$ cat config.mk
export PLATFORM = sky130hd
export DESIGN_NAME = sq_loop_ctrl
export DESIGN_NICKNAME = d
export VERILOG_FILES = /design/src/rtl/sq_ctrl_pkg.sv /design/src/rtl/sq_phase_cnt.sv /design/src/rtl/sq_loop_ctrl.sv
export SDC_FILE = /design/constraint.sdc
export NUM_CORES = 1
export LEC_CHECK = 0
export CORE_MARGIN = 1.5
export CORE_UTILIZATION = 45
export CTS_BUF_LIST = sky130_fd_sc_hd__clkbuf_16
export DETAILED_ROUTE_END_ITERATION = 12
export GPL_ROUTABILITY_DRIVEN = 0
export GPL_TIMING_DRIVEN = 0
export PLACE_DENSITY = 0.75
export SLEW_MARGIN = 40
export SYNTH_ARGS = -nofsm -noshare
export SYNTH_HDL_FRONTEND = slang
export SYNTH_HIERARCHICAL = 1
export SYNTH_SLANG_ARGS = --single-unit
$ cat constraint.sdc
create_clock -name clk_sq -period 6.02 [get_ports clk_sq]
set_input_delay 1.204 -clock clk_sq [delete_from_list [all_inputs] [get_ports clk_sq]]
set_output_delay 1.204 -clock clk_sq [all_outputs]
set_load 0.01 [all_outputs]
$ cat src/rtl/sq_ctrl_pkg.sv
// Shared types and defaults for the modular-squaring loop sequencer.
package sq_ctrl_pkg;

  localparam int SQ_CYCLES_DEF    = 13;
  localparam int CHK_INTERVAL_DEF = 1 << 20;

  typedef logic [$clog2(SQ_CYCLES_DEF)-1:0] phase_t;

  typedef enum logic [2:0] {
    S_IDLE  = 3'd0,
    S_LOAD  = 3'd1,
    S_RUN   = 3'd2,
    S_CHKPT = 3'd3,
    S_DONE  = 3'd4
  } sq_state_t;

endpackage

$ cat src/rtl/sq_phase_cnt.sv
// Modulo-SQ_CYCLES column phase counter with enable, sync clear and last-phase flag.
module sq_phase_cnt
  import sq_ctrl_pkg::*;
#(
  parameter int SQ_CYCLES = SQ_CYCLES_DEF,
  parameter int PHASE_W   = $clog2(SQ_CYCLES)
) (
  input  logic               clk_sq,
  input  logic               reset_sq,
  input  logic               en,
  input  logic               clr,
  output logic [PHASE_W-1:0] phase,
  output logic               last_phase
);

  localparam logic [PHASE_W-1:0] LAST_PHASE = PHASE_W'(SQ_CYCLES - 1);
  localparam logic [PHASE_W-1:0] PH_ONE     = PHASE_W'(1'b1);

  logic [PHASE_W-1:0] phase_r;
  logic [PHASE_W-1:0] phase_nxt_s;

  // next phase: clear wins, otherwise advance and wrap at the last column
  always_comb begin
    phase_nxt_s = phase_r;
    if (clr) begin
      phase_nxt_s = '0;
    end else if (en) begin
      if (phase_r == LAST_PHASE) phase_nxt_s = '0;
      else                       phase_nxt_s = phase_r + PH_ONE;
    end else begin
      phase_nxt_s = phase_r;
    end
  end

  // phase register
  always_ff @(posedge clk_sq or posedge reset_sq) begin
    if (reset_sq) phase_r <= '0;
    else          phase_r <= phase_nxt_s;
  end

  assign phase      = phase_r;
  assign last_phase = (phase_r == LAST_PHASE);

endmodule

$ cat src/rtl/sq_loop_ctrl.sv
// Sequencer for back-to-back modular squarings with checkpoint stalls at
// squaring boundaries; drives operand load, column phase, carry clear and capture.
module sq_loop_ctrl
  import sq_ctrl_pkg::*;
#(
  parameter int SQ_CYCLES    = SQ_CYCLES_DEF,
  parameter int ITER_W       = 64,
  parameter int CHK_INTERVAL = CHK_INTERVAL_DEF,
  parameter int PHASE_W      = $clog2(SQ_CYCLES)
) (
  input  logic               clk_sq,
  input  logic               reset_sq,
  input  logic               start,
  input  logic [ITER_W-1:0]  t_count,
  input  logic               abort,
  output logic               busy,
  output logic               load_en,
  output logic [PHASE_W-1:0] phase,
  output logic               carry_clr,
  output logic               capture_en,
  output logic [ITER_W-1:0]  iter_done,
  output logic               chk_valid,
  input  logic               chk_ready,
  output logic               done
);

  localparam logic [ITER_W-1:0] ONE       = ITER_W'(1'b1);
  localparam logic [ITER_W-1:0] CHK_LIMIT = ITER_W'(CHK_INTERVAL);
  localparam bit                CHK_EN    = (CHK_INTERVAL != 0);

  sq_state_t         state_r;
  sq_state_t         state_nxt_s;
  sq_state_t         fsm_nxt_s;
  logic [ITER_W-1:0] remaining_r;
  logic [ITER_W-1:0] iter_done_r;
  logic [ITER_W-1:0] chk_cnt_r;
  logic              last_phase_s;
  logic              run_s;
  logic              wrap_s;
  logic              final_s;
  logic              chk_hit_s;

  sq_phase_cnt #(
    .SQ_CYCLES (SQ_CYCLES),
    .PHASE_W   (PHASE_W)
  ) u_phase_cnt (
    .clk_sq     (clk_sq),
    .reset_sq   (reset_sq),
    .en         (run_s),
    .clr        (abort),
    .phase      (phase),
    .last_phase (last_phase_s)
  );

  assign run_s     = (state_r == S_RUN);
  assign wrap_s    = run_s && last_phase_s;
  assign final_s   = (remaining_r <= ONE);
  assign chk_hit_s = CHK_EN && ((chk_cnt_r + ONE) == CHK_LIMIT);

  // next-state decode; abort overrides every transition outside IDLE
  always_comb begin
    fsm_nxt_s = state_r;
    case (state_r)
      S_IDLE: begin
        if (start) fsm_nxt_s = (t_count == '0) ? S_DONE : S_LOAD;
        else       fsm_nxt_s = S_IDLE;
      end
      S_LOAD: fsm_nxt_s = S_RUN;
      S_RUN: begin
        if (!last_phase_s)  fsm_nxt_s = S_RUN;
        else if (final_s)   fsm_nxt_s = S_DONE;
        else if (chk_hit_s) fsm_nxt_s = S_CHKPT;
        else                fsm_nxt_s = S_RUN;
      end
      S_CHKPT: begin
        if (chk_ready) fsm_nxt_s = S_RUN;
        else           fsm_nxt_s = S_CHKPT;
      end
      S_DONE:  fsm_nxt_s = S_IDLE;
      default: fsm_nxt_s = S_IDLE;
    endcase
    state_nxt_s = (abort && (state_r != S_IDLE)) ? S_IDLE : fsm_nxt_s;
  end

  // state register
  always_ff @(posedge clk_sq or posedge reset_sq) begin
    if (reset_sq) state_r <= S_IDLE;
    else          state_r <= state_nxt_s;
  end

  // run counters; an aborted final column leaves iter_done untouched
  always_ff @(posedge clk_sq or posedge reset_sq) begin
    if (reset_sq) begin
      remaining_r <= '0;
      iter_done_r <= '0;
      chk_cnt_r   <= '0;
    end else if ((state_r == S_IDLE) && start) begin
      remaining_r <= t_count;
      iter_done_r <= '0;
      chk_cnt_r   <= '0;
    end else if (wrap_s && !abort) begin
      iter_done_r <= iter_done_r + ONE;
      if (remaining_r != '0) remaining_r <= remaining_r - ONE;
      else                   remaining_r <= remaining_r;
      chk_cnt_r   <= chk_hit_s ? '0 : (chk_cnt_r + ONE);
    end else begin
      remaining_r <= remaining_r;
      iter_done_r <= iter_done_r;
      chk_cnt_r   <= chk_cnt_r;
    end
  end

  assign busy       = (state_r != S_IDLE);
  assign load_en    = (state_r == S_LOAD);
  assign chk_valid  = (state_r == S_CHKPT);
  assign done       = (state_r == S_DONE);
  assign iter_done  = iter_done_r;
  assign carry_clr  = run_s && (phase == '0);
  assign capture_en = wrap_s;

endmodule

# Word level (Yosys, flattened, before mapping)
# Cells that the tools add are included.
[op_classes] n_eq_ne=6 n_mul=0 n_addsub=4 n_div=0 bitwise_logic=0 n_mux=19 n_shift=0 reduce_logical=15 magnitude_cmp=1
[op_table] operator="$mux W64" n=8
[op_table] operator="$add A64 B1 Y64 const B" n=2
[op_table] operator="$eq A64 B21 Y1 const B" n=1
[op_table] operator="$le A64 B1 Y1 const B" n=1
[op_table] operator="$logic_not A64 Y1" n=1
[op_table] operator="$reduce_bool A64 Y1" n=1
[op_table] operator="$sub A64 B1 Y64 const B" n=1
[op_table] operator="$mux W3" n=5
[op_table] operator="$mux W4" n=3
[op_table] operator="$pmux W3 S4" n=1
[op_table] operator="$eq A3 B2 Y1 const B" n=2
[op_table] operator="$reduce_bool A2 Y1" n=3
[op_table] operator="$logic_and A1 B1 Y1" n=5
[op_table] operator="$add A4 B1 Y4 const B" n=1
[op_table] operator="$eq A4 B4 Y1 const B" n=1
[op_table] operator="$logic_not A4 Y1" n=1
[op_table] operator="$eq A3 B1 Y1 const B" n=1
[op_table] operator="$eq A3 B3 Y1 const B" n=1
[op_table] operator="$logic_not A3 Y1" n=1
[op_table] operator="$reduce_bool A3 Y1" n=1
[op_table] operator="$mux W1" n=2
[op_table] operator="$reduce_and A2 Y1" n=1
[op_table] operator="$logic_not A1 Y1" n=1
[word_totals] ramBits=0 reg_bits=199 latch_bits=0 input_bits=69 mem_count=0 mem_bits_ro=0

# Logic depth before layout (Yosys ltp)
# Gate-level depths: netlist of the first run.
[depth] depth_word=7 depth_mapped=13 ltp_nobuf=12

# Hierarchy
# The synthesis of the first run kept the hierarchy.
[modules_own_cells] mod="sq_loop_ctrl" n_inst=1 area_each_um2=11671.2 seq_area_each_um2=4879.7 cells_per_inst=1402
[modules_own_cells] mod="sq_phase_cnt" n_inst=1 area_each_um2=224.0 seq_area_each_um2=100.1 cells_per_inst=24

# Least setup slack after synthesis of the first run
# No wires, ideal clock.
[synth_timing] kind="input-to-reg" start="input abort" end="register iter_done_r[63], in the netlist iter_done[63]" setup_time_ps=132 stages=10 t_arrival_ps=3627 slack_ps=2261 cell_sequence="nor2b_1 > nand2_1 > or4_1 > clkbuf_1 > nor4_1 > nand2_1 > nor3_1 > nor3b_1 > xnor2_1 > nor2_1"
[synth_between] elab_chain_cells=3
[synth_rtl] item="start, declared" line="sq_loop_ctrl.sv:15" text="input logic abort,"
[synth_rtl] item="$logic_not A1 Y1" line="sq_loop_ctrl.sv:101" text="end else if (wrap_s && !abort) begin"
[synth_rtl] item="$logic_and A1 B1 Y1" line="sq_loop_ctrl.sv:101"
[synth_rtl] item="$reduce_bool A2 Y1 (no source line)"
[synth_rtl] item="end signal, assigned" line="sq_loop_ctrl.sv:102" text="iter_done_r <= iter_done_r + ONE;"
[synth_rtl] item="end signal, assigned" line="sq_loop_ctrl.sv:108" text="iter_done_r <= iter_done_r;"
[synth_rtl] item="end, declared" line="sq_loop_ctrl.sv:35" text="logic [ITER_W-1:0] iter_done_r;"
# Every way passes these cells.
# A chain may end at the register's enable or synchronous reset.

# Final worst setup path of the first run
[layout_timing] start="input abort" end="register iter_done_r[58], in the netlist iter_done[58]"
# The elaborated chain is that of the path after synthesis.

==> results.md, run 1 <==
* Status: complete, no violations
* Skew final at 0.0149 ns
* Max layer used: met4
* First-iteration detailed-routing DRC count at 1383
* Mapped Area at 11900 um^2
* Reg area at ~5000 um^2
* DR WL/cell at 18.9 um
* Vias at 12100
* Footprint of the multi-input gates at 6540 um^2
* CP max FO at 7
* PwrDens at 234 nW/um^2
* RSZ-0062 raised after global routing: no
* Initial antenna violation count at 0
* Worst VDD drop at 0.000178 V
* # DRC at 0
* Largest net degree at the start of global routing at 26
* Die width at roughly 170 um
* Number of global-route vias before repair at 11100
* WL met1 at 15900 um
* Final hold vios at 0
* Largest area contributor in the netlist: dfrtp_1
* Final net count at 1671
* CTS tree: done
* Lkg Pwr at 5.55 nW
* Worst hold path class: reg -> reg
* Startpoint types: input pin
* Ant diodes at 0
* Top-count cell post-synth: dfrtp_1
* Data required, critical path at 6.33 ns
* Crit Path Class: in -> reg
* Final Non-Filler Cells at 1943
* Number of port buffers at 142
* Worst Tran Pin Value at 0.886 ns
* Setup TNS at 0 ns
* Fill cells at 2314
* Post-CTS Setup Inserts at 0
* Crit path capture type: flip-flop
* GRT Total Usage at 0.268
* Yosys top cell area share at 0.419
* Relative slew slack at 0.408
* HPWL after DPL at approximately 27000 um
* Top achievable clock speed at 228 MHz
* Number of flops mapped to enable cells by yosys at 0
* Clock Sinks at a little under 200
* Post-route ant nets at 0
* Count of yosys warnings during synthesis at 6
* Syn Inst Count at about 1400
* Mapped Avg Cell Area at ~8.3 um^2
* Skew-Pair Late Insertion Delay at between 0.4 and 0.5 ns
* Cts repair resizes at 0
* Met2 wire length at 16600 um
* Yosys cell types at 68
* TritonCTS buffer count at 17
* Min Clock Period, post-route at 4.39 ns
* H-tree levels at 4
* Clock Path Buffers at 2
* Final period util at 0.729
* Slew Limit Fails at 0
* Placed cell count at 1912
* Max Cap Viol at 0
* Top post-synthesis cells by area: dfrtp_1, o21ai_0, nand2_1, xnor2_1, nor2_1
* Clock transition at path regs at 0.08 ns
* Die height at 166 um
* Synth cell count leaders: dfrtp_1, nand2_1, nor2_1, o21ai_0, nand3_1
* Routed wire length at 36700 um
* Initial Util at 0.458
* FP Rows at 59
* Total gr overflow at 0
* DIE AREA at between 20000 and 30000 um^2
* Worst hold slack at 0.509 ns
* Share of cells above drive strength 1 at 0.0522
* Area Growth Syn to Fin at 22.7%
* CTS root buffer: clkbuf_16
* Floorplan core area at 26000 um^2
* WL met3 at 2980 um
* Ports at 143
* First-pass GRT wire length at 57800 um
* Ys flop type: dfrtp_1
* Worst EP arrival at between 4 and 5 ns
* Hold buffers post-CTS at 0
* Syn Nets at 1501
* Seq/Total Area, Yosys at 0.419
* Final worst slack at 1.63 ns
* DR vias/cell at 6.21
* TritonRoute pass-1 iters at 6
* Setup Slack @ Placement at 1.20 ns
* Ys async rst share at 1.00
* # setup viols final at 0
* Yosys reg bits at approximately 200
-- power by group --
group	switching, mW	internal [mW]	leakage [nW]
combinational	0.362	0.253	2.60
clock	0.598	0.560	0.278
sequential	0.154	1.48	2.67
-- critical path, stage by stage --
cell and delay (ns):
clkdlybuf4s50_1 0.56, nor2b_1 0.25, nand4_1 0.28, nor3_1 0.71
nand2_1 0.30, nor3_2 0.54, nand2_1 0.27, nor4_1 0.35
xnor2_1 0.17, nor2_1 0.05
-- cells by family (layout without fill, tap and decap cells) --
logic type                 count (synthesis)  in the layout  share of synthesized area
DFF                                      199            199                      0.419
adders and majority gates                  6              6                    0.00631
AOI/OAI and AO/OA                        290            290                      0.148
and+or+nand+nor                          704            704                      0.299
buffers and inverters                    102            284                     0.0356
muxes                                      6              6                    0.00515
xor gates and xnor gates                 119            119                     0.0876
-- per-stage QoR --
step	util	cell area [um^2]	power [mW]
after floorplan	-	11900	2.00
after global placement	0.529	13700	2.22
after detailed placement	0.539	14000	2.26
after CTS	0.561	14600	3.40
after global routing	0.561	14600	3.55
final	0.561	14600	3.41
-- layer usage --
metal,track usage,vias up
li1,-,5549
met1,0.367,5819
met2,0.420,596
met3,0.0497,107
met4,0.104,0
met5,0,-
-- cells in the final DEF, fill, tap and decap left out, types with 18 or more instances in the layout --
cell	synthesis	final
dfrtp_1	199	199
a21oi_1	38	38
and3_1	18	18
nand3_1	91	91
xor2_1	55	55
or3_1	32	32
xnor2_1	64	64
nor3_1	56	54
nand2_1	172	172
inv_1	21	20
nor2_1	146	145
clkbuf_1	62	61
o21ai_0	146	146
nand4_1	55	55
clkdlybuf4s50_1	0	142
o31ai_1	22	22
nor4_1	51	47
-- state kept, by name, summed over array words and instances, names as in the netlist --
name	cells
chk_cnt_r	64
iter_done	64
remaining_r	64
state_r	3
u_phase_cnt/phase	4
-- layout make-up --
class / instances / area share
Multi-Input combinational cell: 1125 / 0.448
Inverter: 22 / 0.00592
Clock inverter: 14 / 0.0103
Clock buffer: 17 / 0.0292
Tap cell: 335 / 0.0287
Timing Repair Buffer: 151 / 0.113
Buffer: 80 / 0.0234
Sequential cell: 199 / 0.341
-- final timing paths --
path	start	end	slack, ns	cells after the start
worst max-delay path	abort	iter_done[58]	1.63	10
max in group asynchronous	reset_sq	iter_done[6]	4.00	5
worst max register to register	chk_cnt_r[19]	chk_cnt_r[1]	1.63	12
worst min register to register	remaining_r[37]	remaining_r[37]	0.51	1
worst min-delay path	remaining_r[37]	remaining_r[37]	0.51	1
min in group asynchronous	reset_sq	u_phase_cnt/phase[0]	1.03	2
No activity file was read; power rests on OpenSTA's default activity.
==> run 2, diff against run 1 <==
--- a/config.mk
+++ b/config.mk
@@ -11,7 +11,7 @@
 export DETAILED_ROUTE_END_ITERATION = 12
 export GPL_ROUTABILITY_DRIVEN = 0
 export GPL_TIMING_DRIVEN = 0
-export PLACE_DENSITY = 0.75
+export PLACE_DENSITY = 0.73
 export SLEW_MARGIN = 40
 export SYNTH_ARGS = -nofsm -noshare
 export SYNTH_HDL_FRONTEND = slang
==> constraint.sdc (replaced) <==
create_clock -name clk_sq -period 4.2 [get_ports clk_sq]
set_input_delay 0.84 -clock clk_sq [delete_from_list [all_inputs] [get_ports clk_sq]]
set_output_delay 0.84 -clock clk_sq [all_outputs]
set_load 0.01 [all_outputs]
==> results.md, run 2 (synthesis gave the netlist of run 1 again) <==
* TritonCTS buffer count at 17 (unchanged)
* Data required, critical path at 4.52 ns (-1.81 ns)
* Crit path capture type: flip-flop
* Most frequent cells in the layout: dfrtp_1, nand2_1, nor2_1, o21ai_0, clkdlybuf4s50_1
* Utilization after layout at 0.567 (+0.00525)
* Lkg Pwr at 5.65 nW (+1.9%)
* Area Growth Syn to Fin at 23.8%
* Hold_sp: remaining_r[37]
* Crit Path Class: reg -> reg
* Die height at 166 um (unchanged)
* Crit-path slowest cell: or4_4
* Skew final at 0.0145 ns (-0.000432 ns)
* Setup Slack @ Placement at -0.324 ns (-1.53 ns)
* Ports at 143 (unchanged)
* # DRC at 0 (unchanged)
* First-iteration detailed-routing DRC count at 1234 (-11%)
* Most common cell after layout, fill and taps aside: dfrtp_1
* Power Internal at 3.29 mW (+44%)
* R2R cell count at 12 (unchanged)
* DR vias/cell at 6.14 (-1.2%)
* Slew Limit Fails at 0 (unchanged)
* Setup crit end: chk_cnt_r[1]
* PwrDens at 331 nW/um^2 (+42%)
* R2r setup slk at 0.10 ns (-1.53 ns)
* Min Clock Period, post-route at 4.10 ns
* Final period util at 0.976
* FP Rows at 59 (unchanged)
* Critical path, cell by cell: buf_2, nand3_4, or4_1, buf_2, or4_4, buf_6, nor3_1, xnor2_1, nand4_1, or4_1, or4_4, a32o_1
* # setup viols final at 0 (unchanged)
* Die width at 166 um (unchanged)
* Max Cap Viol at 0 (unchanged)
* Number of global-route vias before repair at 11300 (+1.9%)
* Clock share of power at 0.337 (-0.003)
* Sequential Power Share at 0.481 (about the same)
* Post-route ant nets at 0 (unchanged)
* CP startpoint: chk_cnt_r[14]
* Fill cells at 2333 (+0.82%)
* Clock transition at path regs at 0.08 ns (about the same)
* GRT Total Usage at 0.274 (+0.00565)
* Initial Util at 0.458 (unchanged)
* Switching Share at 0.324 (-0.00227)
* Skew-Pair Late Insertion Delay at 0.44 ns (about the same)
* Clock Path Buffers at 2 (unchanged)
* HPWL after DPL at 27400 um (+0.23%)
* CTS tree: done
* Worst hold path class: reg -> reg
* Status: complete, no violations
* Top achievable clock speed at 244 MHz
* Final worst slack at 0.102 ns (-1.53 ns)
* Floorplan core area at 26000 um^2 (unchanged)
* Reg area at 4980 um^2 (unchanged)
* Total gr overflow at 0 (unchanged)
* Vias at 12000 (-0.95%)
* Relative slew slack at 0.429 (+0.0205)
* Worst EP arrival at 4.42 ns (-0.28 ns)
* CP max FO at 7 (unchanged)
* DIE AREA at 27400 um^2 (unchanged)
* Combinational share of power at 0.182 (+0.002)
* Number of port buffers at 142 (unchanged)
* Net load switching power at 1.58 mW (+42%)
* TritonRoute pass-1 iters at 6 (unchanged)
* Startpoint types: flip-flop
* Final net count at 1675 (+0.24%)
* Worst Tran Pin Value at 0.854 ns (-0.0316 ns)
* Largest stage delay, worst path at 0.59 ns (-0.12 ns)
* RR Endpoint: chk_cnt_r[1]
* Share of cells above drive strength 1 at 0.0577 (+0.00542)
* RSZ-0062 raised after global routing: no
* First-pass GRT wire length at 59100 um (+2.2%)
* Footprint of the multi-input gates at 6590 um^2 (+0.77%)
* Largest net degree at the start of global routing at 23 (-12%)
* Ant diodes at 0 (unchanged)
* H-tree levels at 4 (unchanged)
* Initial antenna violation count at 0 (unchanged)
* Clock Sinks at 199 (unchanged)
* Worst r2r src: chk_cnt_r[14]
* Final hold vios at 0 (unchanged)
* Worst VDD drop at 0.000280 V (+57%)
* Routed wire length at 36700 um (about the same)
* DR WL/cell at 18.8 um (-0.16%)
* CTS root buffer: clkbuf_16
[run 2: layout make-up]
| class | count | area share |
|---|---|---|
| buffer | 78 | 0.0227 |
| clock buffer | 17 | 0.0289 |
| clock inverter | 15 | 0.0106 |
| inverter | 22 | 0.00586 |
| multi-input combinational | 1125 | 0.448 |
| sequential | 199 | 0.338 |
| tap | 335 | 0.0285 |
| timing repair buffer | 157 | 0.118 |
[run 2: worst min path at each step]
stage | to | slack [ns] | cells after the start
6_report | remaining_r[37] | 0.52 | 1
5_1_grt | remaining_r[37] | 0.54 | 1
4_1_cts | chk_cnt_r[58] | 0.52 | 2
3_5_place_dp | chk_cnt_r[58] | 0.50 | 2
3_3_place_gp | remaining_r[37] | 0.50 | 1
2_1_floorplan | chk_cnt_r[58] | 0.46 | 2
[run 2: per-stage QoR]
stage | setup TNS (ns) | instances | instance area [um^2] | hold WS, ns | power (mW)
after floorplan | 0 | 1426 | 11900 | 0.463 | 2.87
after global placement | -163.85 | 1903 | 13700 | 0.495 | 3.18
after detailed placement | -3.84 | 1915 | 14100 | 0.503 | 3.25
after CTS | 0 | 1948 | 14700 | 0.524 | 4.88
after global routing | 0 | 1948 | 14700 | 0.542 | 5.10
final | 0 | 1948 | 14700 | 0.524 | 4.87
[run 2: power groups by stage]
stage / clock, mW / combinational (mW) / sequential, mW
floorplan: 0 / 0.551 / 2.32
global placement: 0 / 0.821 / 2.36
detailed placement: 0 / 0.879 / 2.37
CTS: 1.65 / 0.884 / 2.34
global route: 1.74 / 0.982 / 2.38
finish: 1.64 / 0.889 / 2.34
[run 2: what timing repair did]
item                       in CTS  in global routing
buffers inserted                1                  2
setup endpoints to repair       3                 13
hold buffers                    0                  0
pin swaps                       0                  2
cloned                          0                  0
gates resized for setup         2                  8
[run 2: worst max-delay path: cells and delay by family, from the launching register on]
family                    cells  cell delay (ns)
and+or+nand+nor               7             2.58
buffers and inverters         3             0.54
DFF                           1             0.32
AOI/OAI and AO/OA             1             0.29
xor gates and xnor gates      1             0.23
[run 2: metal layers]
| metal | GRT usage | vias up | wire length [um] |
|---|---|---|---|
| met5 | 0 | - | 0 |
| met2 | 0.436 | 541 | 16800 |
| li1 | - | 5557 | - |
| met1 | 0.377 | 5772 | 15800 |
| met4 | 0.0946 | 0 | 1140 |
| met3 | 0.0457 | 86 | 2980 |
